--- src/rtl/lcd_ctrl.sv ---
// lcd_ctrl -- HD44780-style write sequencer driven by a memory-mapped LCD word.
//
// A change of the low ten bits of the LCD word (RS, RW, DATA) is treated as a
// new write request. Each request is played out as SETUP -> EN_HI -> HOLD ->
// EXEC, with the execute wait lengthened for clear/home commands. One request
// can be queued while a transfer is running; a newer one replaces it.
//
// Ports
//   i_clk       clock, rising edge
//   i_rst       reset, asynchronous, active-high
//   i_lcd_word  [31]=ON, [9]=RS, [8]=RW, [7:0]=DATA, other bits ignored
//   o_lcd_on    registered copy of i_lcd_word[31]
//   o_lcd_en    enable strobe
//   o_lcd_rs    register select, held for the whole transfer
//   o_lcd_rw    read/write, tied to write (0)
//   o_lcd_data  data bus, held for the whole transfer
//   o_busy      high while a transfer runs or a request is queued
//   o_done      one-cycle pulse when a transfer's execute wait ends
module lcd_ctrl #(
  parameter int P_SETUP     = 2,
  parameter int P_EN        = 12,
  parameter int P_HOLD      = 2,
  parameter int P_EXEC      = 2000,
  parameter int P_EXEC_LONG = 82000
) (
  input  logic        i_clk,
  input  logic        i_rst,
  input  logic [31:0] i_lcd_word,
  output logic        o_lcd_on,
  output logic        o_lcd_en,
  output logic        o_lcd_rs,
  output logic        o_lcd_rw,
  output logic [7:0]  o_lcd_data,
  output logic        o_busy,
  output logic        o_done
);

  localparam int CW = (P_EXEC_LONG < 1) ? 1 : $clog2(P_EXEC_LONG + 1);

  localparam logic [2:0] S_IDLE  = 3'd0;
  localparam logic [2:0] S_SETUP = 3'd1;
  localparam logic [2:0] S_EN_HI = 3'd2;
  localparam logic [2:0] S_HOLD  = 3'd3;
  localparam logic [2:0] S_EXEC  = 3'd4;

  // Counter load for a phase of p cycles; a zero-length phase still takes one.
  function automatic logic [CW-1:0] load_val(input int p);
    int n;
    n = (p < 1) ? 1 : p;
    return CW'(n - 1);
  endfunction

  logic [2:0]    state_reg;
  logic [CW-1:0] cnt_reg;
  logic [9:0]    last_reg;
  logic [9:0]    pend_word_reg;
  logic          pend_reg;
  logic          primed_reg;
  logic          on_reg;
  logic          en_reg;
  logic          rs_reg;
  logic [7:0]    data_reg;
  logic          done_reg;

  logic req;
  logic long_cmd;

  // Until the first cycle after reset has sampled the word, nothing counts as
  // a change: the word already on the register becomes the baseline, so a
  // reset never replays the command that happened to be sitting there.
  assign req = primed_reg && (i_lcd_word[9:0] != last_reg);

  // Clear display (0x01) and return home (0x02/0x03) need the long wait.
  assign long_cmd = !rs_reg && (data_reg == 8'h01 || data_reg == 8'h02 || data_reg == 8'h03);

  always_ff @(posedge i_clk or posedge i_rst) begin
    if (i_rst) begin
      state_reg     <= S_IDLE;
      cnt_reg       <= '0;
      last_reg      <= '0;
      pend_word_reg <= '0;
      pend_reg      <= 1'b0;
      primed_reg    <= 1'b0;
      on_reg        <= 1'b0;
      en_reg        <= 1'b0;
      rs_reg        <= 1'b0;
      data_reg      <= '0;
      done_reg      <= 1'b0;
    end else begin
      on_reg   <= i_lcd_word[31];
      done_reg <= 1'b0;

      if (!primed_reg) begin
        primed_reg <= 1'b1;
        last_reg   <= i_lcd_word[9:0];
      end else if (req) begin
        last_reg <= i_lcd_word[9:0];
      end

      case (state_reg)
        S_IDLE: begin
          if (req || pend_reg) begin
            // A fresh change is newer than anything queued, so it wins.
            rs_reg    <= req ? i_lcd_word[9]   : pend_word_reg[9];
            data_reg  <= req ? i_lcd_word[7:0] : pend_word_reg[7:0];
            pend_reg  <= 1'b0;
            state_reg <= S_SETUP;
            cnt_reg   <= load_val(P_SETUP);
          end
        end
        S_SETUP: begin
          if (cnt_reg == '0) begin
            state_reg <= S_EN_HI;
            en_reg    <= 1'b1;
            cnt_reg   <= load_val(P_EN);
          end else begin
            cnt_reg <= cnt_reg - 1'b1;
          end
        end
        S_EN_HI: begin
          if (cnt_reg == '0) begin
            state_reg <= S_HOLD;
            en_reg    <= 1'b0;
            cnt_reg   <= load_val(P_HOLD);
          end else begin
            cnt_reg <= cnt_reg - 1'b1;
          end
        end
        S_HOLD: begin
          if (cnt_reg == '0) begin
            state_reg <= S_EXEC;
            cnt_reg   <= long_cmd ? load_val(P_EXEC_LONG) : load_val(P_EXEC);
          end else begin
            cnt_reg <= cnt_reg - 1'b1;
          end
        end
        S_EXEC: begin
          if (cnt_reg == '0) begin
            state_reg <= S_IDLE;
            done_reg  <= 1'b1;
          end else begin
            cnt_reg <= cnt_reg - 1'b1;
          end
        end
        default: begin
          state_reg <= S_IDLE;
          en_reg    <= 1'b0;
        end
      endcase

      // Outside IDLE a change is queued, overwriting any older queued word.
      // This includes the last EXEC cycle, so it starts on the next IDLE cycle.
      if (req && state_reg != S_IDLE) begin
        pend_reg      <= 1'b1;
        pend_word_reg <= i_lcd_word[9:0];
      end
    end
  end

  assign o_lcd_on   = on_reg;
  assign o_lcd_en   = en_reg;
  assign o_lcd_rs   = rs_reg;
  assign o_lcd_rw   = 1'b0;
  assign o_lcd_data = data_reg;
  assign o_busy     = (state_reg != S_IDLE) || pend_reg;
  assign o_done     = done_reg;

endmodule

--- config.mk ---
export PLATFORM = sky130hd
export DESIGN_NAME = lcd_ctrl
export DESIGN_NICKNAME = d
export VERILOG_FILES = /design/src/rtl/lcd_ctrl.sv
export SDC_FILE = /design/constraint.sdc
export NUM_CORES = 1
export LEC_CHECK = 0
export CORE_MARGIN = 3
export CORE_UTILIZATION = 53
export DETAILED_ROUTE_END_ITERATION = 6
export PLACE_DENSITY = 0.8
export SLEW_MARGIN = 20
export SYNTH_ARGS = -nofsm -noshare
export SYNTH_HDL_FRONTEND = slang
export SYNTH_SLANG_ARGS = --single-unit
--- constraint.sdc ---
create_clock -name i_clk -period 2.6 [get_ports i_clk]
set_input_delay 0.65 -clock i_clk [delete_from_list [all_inputs] [get_ports i_clk]]
set_output_delay 0.65 -clock i_clk [all_outputs]
set_load 0.02 [all_outputs]
==> PnR_summary.wiki <==
{| class="wikitable"
! Metric !! Value
|-
| Run status || finished, final reports clean
|-
| Highest clock rate || 0.400 GHz
|-
| Highest ir drop seen on vdd || 0.422 mV
|-
| Post-route minimum period || 2.50 ns
|-
| Maximum clock path buffer count || 2
|-
| Max-capacitance violation count || 0
|-
| Top cell type by total area after synthesis || dfrtp_1
|-
| Hold buffer count at CTS || 0
|-
| Mean area per synthesized cell || 10.4 um^2
|-
| Maximum number of pins on one net before global-route repair || 25
|-
| First-pass GRT wire length || 11.0 mm
|-
| Skew-Pair Late Insertion Delay || 0.32 ns
|-
| Fin crit share || 0.962
|-
| Internal || 1.11 mW
|-
| Vias in the first global route || 2304
|-
| Maximum net fanout on the critical path || 11
|-
| Hold Fails Final Rpt || 0
|-
| Data required time of the worst path || 2.80 ns
|-
| Most used flip-flop cell after synthesis || dfrtp_1
|-
| CP Data Arrival Time || 2.71 ns
|-
| Boundary Pins || 48
|-
| Clock buffer count from CTS || 5
|-
| Pins over their slew limit || 0
|-
| DRT Wirelength || 6.14 mm
|-
| Cell area after placement || 3250 um^2
|-
| Crit Path Class || reg2reg
|-
| Average wire per standard cell || 16.3 um
|-
| Critical Path Start Type || flop
|-
| Number of remaining DRC errors || 0
|-
| Nets || 340
|-
| Die boundary height || 79.2 um
|-
| Initial antenna violation count || 0
|-
| Synthesized netlist net count || 309
|-
| Most frequent cells after synthesis || dfrtp_1 (53), clkbuf_1 (18), nand2b_1 (12)
|-
| Power Total || 1.48 mW
|-
| Number of distinct standard cells referenced by the synthesized netlist || 59
|-
| Detail-routed via count per cell || 5.91
|-
| Clock tree from TritonCTS || built
|-
| Detailed router's first-iteration violation count || 130
|-
| Switching portion of total power || 0.247
|-
| Synth Cell Area || 2840 um^2
|-
| Area contributors post-synth || dfrtp_1 (47%), mux2_2 (3.6%), mux2i_1 (3.2%)
|-
| Worst Tran Pin Value || 0.796 ns
|-
| Flip-flop count of the largest register after layout || 17
|-
| Kind of capture point of the worst setup path || flop
|-
| Diodes inserted || 0
|-
| Clock-pin transition on the worst setup and hold timing paths || 0.11 ns
|-
| Num rows || 26
|-
| Library cell with the highest instance count after synthesis || dfrtp_1
|-
| Slew Limit Headroom || 0.465
|-
| Weighted congestion at the end of routability-driven global placement || 0.910
|-
| Initial Util || 0.553
|-
| Leak || 1.45 nW
|-
| TritonCTS Sinks || 53
|-
| Area of the core region || 5140 um^2
|-
| Worst Clk Skew || 0.0107 ns
|-
| Chip width || 79.2 um
|-
| Combinational share of power || 0.085
|-
| Share of cells above drive strength 1 || 0.193
|-
| Synth Register Bits || 53
|-
| Share of the synthesized area in the top cell type || 0.467
|-
| Iteration count of the initial detailed-routing pass || 4
|-
| Share of the core filled with cells || 0.653
|-
| Register share of total power || 0.580
|-
| All-Layer GR Usage || 0.221
|-
| Vias || 2221
|-
| Sequential cell area fraction in the yosys report || 0.467
|-
| TNS Setup || 0 ns
|-
| Kind of path behind the tightest hold check || reg2reg
|-
| Floorplan die area || 6280 um^2
|-
| Total of warnings raised by yosys || 0
|-
| Final Cell Area || 3350 um^2
|-
| Portion of total power attributed to the clock network || 0.334
|-
| Master cell of the clock root buffer || clkbuf_8
|-
| Buffers added on ports || 25
|-
| Net switching power || 0.365 mW
|-
| Post-synth EDFFs || 0
|-
| Final Worst Setup Slack || 0.0983 ns
|-
| Final Non-Filler Cells || 376
|-
| Async S/R FF share, synth || 1.00
|-
| Overflow after GRT || 0
|-
| Count of H-tree levels built during CTS || 2
|-
| Instance count of the mapped netlist || 274
|-
| Remaining antenna violation count after routing || 0
|-
| Layout-stage area growth over the synthesis result || 18.0%
|-
| Number of instances in the placed design || 368
|-
| Hold slack || 0.508 ns
|-
| Worst setup timing slack at the placement stage || -0.0295 ns
|-
| RSZ-0062 raised after global routing || no
|-
| Total half-perimeter wirelength after legalization and detailed placement || 4.54 mm
|-
| Setup violation total in the final timing report || 0
|-
| Total power divided by cell area || 440 nW/um^2
|}
-- worst paths after layout --
kind                                              start                      endpoint  slack, ns  cells after the start
setup / recovery                 cnt_reg[1]$_DFFE_PP0P_        cnt_reg[1]$_DFFE_PP0P_        0.1                      8
hold / removal             pend_word_reg[3]$_DFFE_PP0P_  pend_word_reg[3]$_DFFE_PP0P_       0.51                      1
setup reg to reg                 cnt_reg[1]$_DFFE_PP0P_        cnt_reg[1]$_DFFE_PP0P_        0.1                      8
hold reg to reg            pend_word_reg[3]$_DFFE_PP0P_  pend_word_reg[3]$_DFFE_PP0P_       0.51                      1
max in group asynchronous                         i_rst      state_reg[0]$_DFFE_PP0P_       1.43                      3
min in group asynchronous                         i_rst          pend_reg$_DFFE_PP0P_       0.62                      2
-- routing by layer --
metal  wire, um  GRT usage  up-vias
li1           -          -     1078
met1       2730      0.275     1092
met2       3130      0.386       44
met3        204     0.0408        7
met4         79     0.0756        0
met5          0          0        -
-- critical path, stage by stage (launching register included) --
cell      delay [ns]
dfrtp_1         0.42
inv_1           0.07
ha_1            0.20
or4b_4          0.52
nand4b_1        0.25
buf_4           0.23
o21ai_0         0.28
o21ai_0         0.12
mux2_1          0.29
-- area by class of cell --
type / count / area (um^2)
clock buffers: 5 / 68.8
clock inverters: 3 / 25.0
fillers: 435 / 1790
inverters: 10 / 37.5
multi-input cells: 188 / 1380
flip-flops and latches: 53 / 1330
well taps: 70 / 87.6
repair buffers: 47 / 428
-- power by group through the flow --
stage	Clock (mW)	Sequential [mW]	Combinational, mW
2_1_floorplan	0	0.872	0.0767
3_3_place_gp	0	0.872	0.125
3_5_place_dp	0	0.874	0.129
4_1_cts	0.507	0.858	0.129
5_1_grt	0.537	0.860	0.142
6_report	0.494	0.858	0.126
-- placed cells by master, fill, tap and decap left out, types with 6 or more instances in the layout --
cell / n
a2bb2oi_1: 10
mux2_2: 9
nor2_1: 11
nand2b_1: 12
nor4_1: 9
a21oi_1: 6
clkdlybuf4s50_1: 25
o21ai_0: 11
nor3_1: 7
inv_1: 9
mux2i_1: 9
dfrtp_1: 52
buf_4: 21
o211ai_1: 6
nand2_1: 10
xnor2_1: 10
-- repair_timing --
item	4_1_cts	5_1_grt
resized for setup	0	3
endpoints found under the setup margin	0	5
buffers inserted	0	0
-- logic make-up after synthesis --
| logic type | Yosys count | synth area share |
|---|---|---|
| AND/OR/NAND/NOR | 88 | 0.195 |
| AO/OA/AOI/OAI | 67 | 0.176 |
| flip-flops | 53 | 0.467 |
| buffers and inverters | 33 | 0.0511 |
| multiplexers | 19 | 0.0713 |
| XOR/XNOR | 11 | 0.0339 |
| other | 2 | 0.00264 |
| adder cells (fa/ha/maj) | 1 | 0.00440 |
(Power assumes the default switching activity.)
